<file path="src/rtl/elevator_car_model_car_timer.sv">
// rtl/elevator_car_model_car_timer.sv - loadable down-counter with zero flag
module car_timer #(
    parameter int W = 4
) (
    input  logic         clk,
    input  logic         reset,
    input  logic         load,
    input  logic [W-1:0] load_value,
    input  logic         dec,
    output logic [W-1:0] count,
    output logic         zero
);

    assign zero = (count == '0);

    // Load wins over decrement; decrement saturates at zero
    always_ff @(posedge clk or negedge reset) begin
        if (!reset) begin
            count <= '0;
        end else if (load) begin
            count <= load_value;
        end else if (dec && !zero) begin
            count <= count - 1'b1;
        end
    end

endmodule

</file>
<file path="config.mk">
export PLATFORM = sky130hd
export DESIGN_NAME = car_timer
export DESIGN_NICKNAME = d
export VERILOG_FILES = /design/src/rtl/elevator_car_model_car_timer.sv
export SDC_FILE = /design/constraint.sdc
export NUM_CORES = 1
export LEC_CHECK = 0
export CORE_AREA = 8 8 45 47
export DETAILED_ROUTE_END_ITERATION = 12
export DIE_AREA = 0 0 53 55
export DONT_BUFFER_PORTS = 1
export PLACE_DENSITY = 0.34
export SLEW_MARGIN = 10
export SYNTH_ARGS = -nofsm -noshare
export SYNTH_HDL_FRONTEND = slang
export SYNTH_SLANG_ARGS = --single-unit
export TNS_END_PERCENT = 20
</file>
<file path="constraint.sdc">
create_clock -name clk -period 1.85 [get_ports clk]
set_clock_uncertainty 0.1 [all_clocks]
set_input_delay 0.37 -clock clk [delete_from_list [all_inputs] [get_ports clk]]
set_output_delay 0.37 -clock clk [all_outputs]
set_load 0.03 [all_outputs]
</file>
# After elaboration in Yosys (flattened, before gate mapping)
# Cells that the tools add are included.
# word_totals
ff_bits,4
input_bits,8
out_inout_bits,5
word_cells,8
# op_classes
add_sub_neg,1
mux,2
n_reduce_logical,4
# ops
operator,n
4-bit 2-to-1 mux,2
4-bit logical NOT,1
4-bit by 1-bit subtractor with 4-bit output (second input constant),1
2-bit nonzero test,1
1-bit logical AND,1
1-bit logical NOT,1

# Longest topological paths before layout
# depth
ltp_word,5
ltp_mapped,5
mapped_depth_nobuf,5

# Worst setup path before layout
# OpenSTA, ideal clock, no wires.
# synth_path
path_type,register to register
from,reg count[0]
to,reg count[0]
setup_ns,0.124
t_arrival_ns,1.658
required_time_ns,1.626
path_slack_ns,-0.032
stages_incl_launch_ff,6
path_buffers,0
period_less_slack_ns,1.882
cell_sequence,dfrtp_1 -> inv_1 -> ha_1 -> nor3b_2 -> nor3_1 -> o31a_1
# synth_via
elab_chain_len,4
word_cells_on_any_way,7
cone_classes,add/sub (1); mux (2); reduce/logical (4)
# synth_lines
item,line_no,text
from (decl),10,"output logic [W-1:0] count,"
from (signal assigned),21,count <= load_value;
from (signal assigned),23,count <= count - 1'b1;
4-bit logical NOT,14,assign zero = (count == '0);
via zero,11,output logic zero
1-bit logical NOT,22,end else if (dec && !zero) begin
1-bit logical AND,22,
2-bit nonzero test (no line),--,
# The timed path passes the listed nets, and every way through them passes these cells. The select of a mux whose other input is x is not followed.
# A chain may end at the register's enable or synchronous reset.

# Final worst setup path
# layout_path
from,reg count[1]
to,out zero
# layout_via
elab_chain_len,1
# layout_lines
item,line_no
4-bit logical NOT,14
to (decl),11
# No other way between the ends.

==> flow_summary.ini <==
[global_routing]
antenna_found_initial = 0
grt_pass1_vias = 270
grtUsageMet2_pct = 8.01
grt_pass1_wl_um = 1210
grt_use_total_pct = 6.02
grt_use_met1_pct = 5.49
use_met3_pct = 5.61
globalRoute.busiestLayer = met2
grt_overflow = 0
grt_max_degree = 11

[worst_setup_path]
critPathSlowestCell = dfrtp_1
path_class = flop to output port
crit_chain = inv_1 -> ha_1 -> nor3b_4 -> buf_4
crit_path_end_kind = output port
arrival_ns = 1.25
crit_path_start_kind = flop
cp_slowest_stage_delay_ns = 0.37
crit_fanout = 4
worstPathRequired_ns = 1.38

[yosys]
ys_top_cells_by_count = dfrtp_1 (4), inv_1 (3), nand2_1 (3)
yosysSeqAreaShare_pct = 37.0
yosysMostFrequentCell = dfrtp_1
syn_inst = 27
synth_area_leader_cell = dfrtp_1
async_flop_share_pct = 100
synth_xor_area_share_pct = 0
synthMuxAreaShare_pct = 0
synth_area_per_cell_um2 = 10.0
synth-simple-area-share_pct = 30.1
yosys_warnings = 0
synthTopCellsByArea = dfrtp_1 (37%), nor4b_2 (5.6%), ha_1 (4.6%), nor3b_2 (4.6%), o211ai_2 (4.6%)
synth_ff_type = dfrtp_1
synth_edf_count = 0
synth_compound_area_share_pct = 19.9
yosys.area_share.adder_pct = 4.63
synth-seq-cells = 4
synth.top_cell.area_share_pct = 37.0
netlist_area_um2 = 270
synth_top_family_by_area = simple AND/OR/NAND/NOR gates
postSynthNetCount = 36
yosysUniqueCellTypes = 18

[placed_design]
dpl-instance-area_um2 = 323
place_hpwl_um = 617
place.gp.congestion = 0.636
port_buffers = 0
dp.cells = 47

[finish]
multiInputGateArea_um2 = 154
final-seq-area_um2 = 100
fin_nets = 47
final_cell_area_um2 = 363
biggestRegsByFlops = count x4
largest_register_ffs = 4
drive_gt1_share_pct = 33.3
area_growth_pct = 34.3
regMostFlops = count
fin_cells = 52
nFillCells = 152
diodes = 0

[die]
start_util_pct = 19.5
dieHeight_um = 55
num_rows = 14
die-area_um2 = 2920
core-area_um2 = 1380
die_x_um = 53
num_io_pins = 13

[timing]
rsz0062_at_grt = false
period_minus_slack_ns = 1.72
drv_slew = 0
worstMarginPinSlew_ns = 0.262
hold_viol = 0
timing.hold.ws_ns = 0.142
fin_crit_sh_pct = 93.2
fmax_mhz = 580
slew_headroom_pct = 82.5
tns_ns = 0
setup_viol = 0

[drt]
ant_nets = 0
post_drt_wl_per_cell_um = 14.3
firstDrtPassIters = 2
vias_per_cell = 4.54
routed-via-count = 236
drc_errors = 0
drtIter0Drc = 2
drt-total-wl_um = 745

[status]
status = completed

[pwr]
power.density_nw_per_um2 = 887
power.total_uw = 322
power.leakage_nw = 0.164
peakVddDrop_v = 0.000206

[job]
maxCapViolations = 0

[clock_network]
htree_levels = 1
cts_buffer_depth = 2
numCtsBuffers = 3
cts_tree = done
insertion_delay_ns = 0.23
cts.sinks = 4
path_clk_slew_ns = 0.04
cts_resized = 0
cts_root_buf = clkbuf_4

[hold_path]
min_path_type = primary input to flop
-- worst paths after layout --
check | start | to | slack, ns | cells past startpoint
worst max register to register | count[0] | count[1] | 0.25 | 6
min in group asynchronous | reset | count[2] | 0.31 | 1
worst min register to register | count[2] | count[2] | 0.62 | 2
max in group asynchronous | reset | count[0] | 1.16 | 1
worst min-delay path | load | count[2] | 0.14 | 1
worst max-delay path | count[1] | zero | 0.13 | 4
-- placed cells by master (no fill, tap or decap) --
cell type and n:
ha_1 1, nor3b_4 1, dlygate4sd3_1 1, o31a_1 1
and4b_1 1, nor4b_2 1, or4_1 1, o21ai_0 2
nor3b_1 1, or2b_1 1, nor3_1 2, buf_4 6
a21oi_1 1, clkbuf_4 3, a221o_1 1, inv_1 3
o21a_1 1, o211ai_2 1, dfrtp_1 4, nand2_1 3
-- through the flow --
step	utilization, %	worst slack (ns)
after CTS	25.7	0.0266
final	26.2	0.125
after detailed placement	23.3	0.279
after global routing	26.2	0.0159
after floorplan	-	0.0991
after global placement	23.3	0.325
-- critical path, delay by kind of cell, from the launching register on --
family        cells  cell delay (ns)
fa+ha+maj         1             0.20
buf+inv           2             0.25
flops             1             0.37
simple gates      1             0.21
-- final cells by class --
type / count / area share, %
Clock buffer: 3 / 6.21
Inverter: 3 / 3.10
Multi-Input combinational cell: 19 / 42.4
Sequential cell: 4 / 27.6
Tap cell: 16 / 5.52
Timing Repair Buffer: 7 / 15.2
-- where the power goes --
part	internal (mW)	switching [mW]	leakage, nW	total, mW
Combinational	0.0451	0.0594	0.103	0.105
Sequential	0.0987	0.0107	0.0480	0.109
Clock	0.0725	0.0352	0.0138	0.108
Total	0.216	0.105	0.164	0.322
-- kinds of logic after synthesis --
kind of cell | count (synthesis)
compound gates | 7
simple gates | 11
fa+ha+maj | 1
buf+inv | 4
flops | 4
-- per-layer routing --
metal / wire length [um] / vias up
met1: 293 / 109
met3: 133 / 0
li1: - / 118
met5: 0 / -
met2: 318 / 9
met4: 0 / 0
-- timing repair --
item                                    4_1_cts  5_1_grt
hold buffers                                  1        0
setup buffers                                 0        1
endpoints found under the hold margin         4        0
endpoints found under the setup margin        0        1
(Power assumes the default switching activity.)
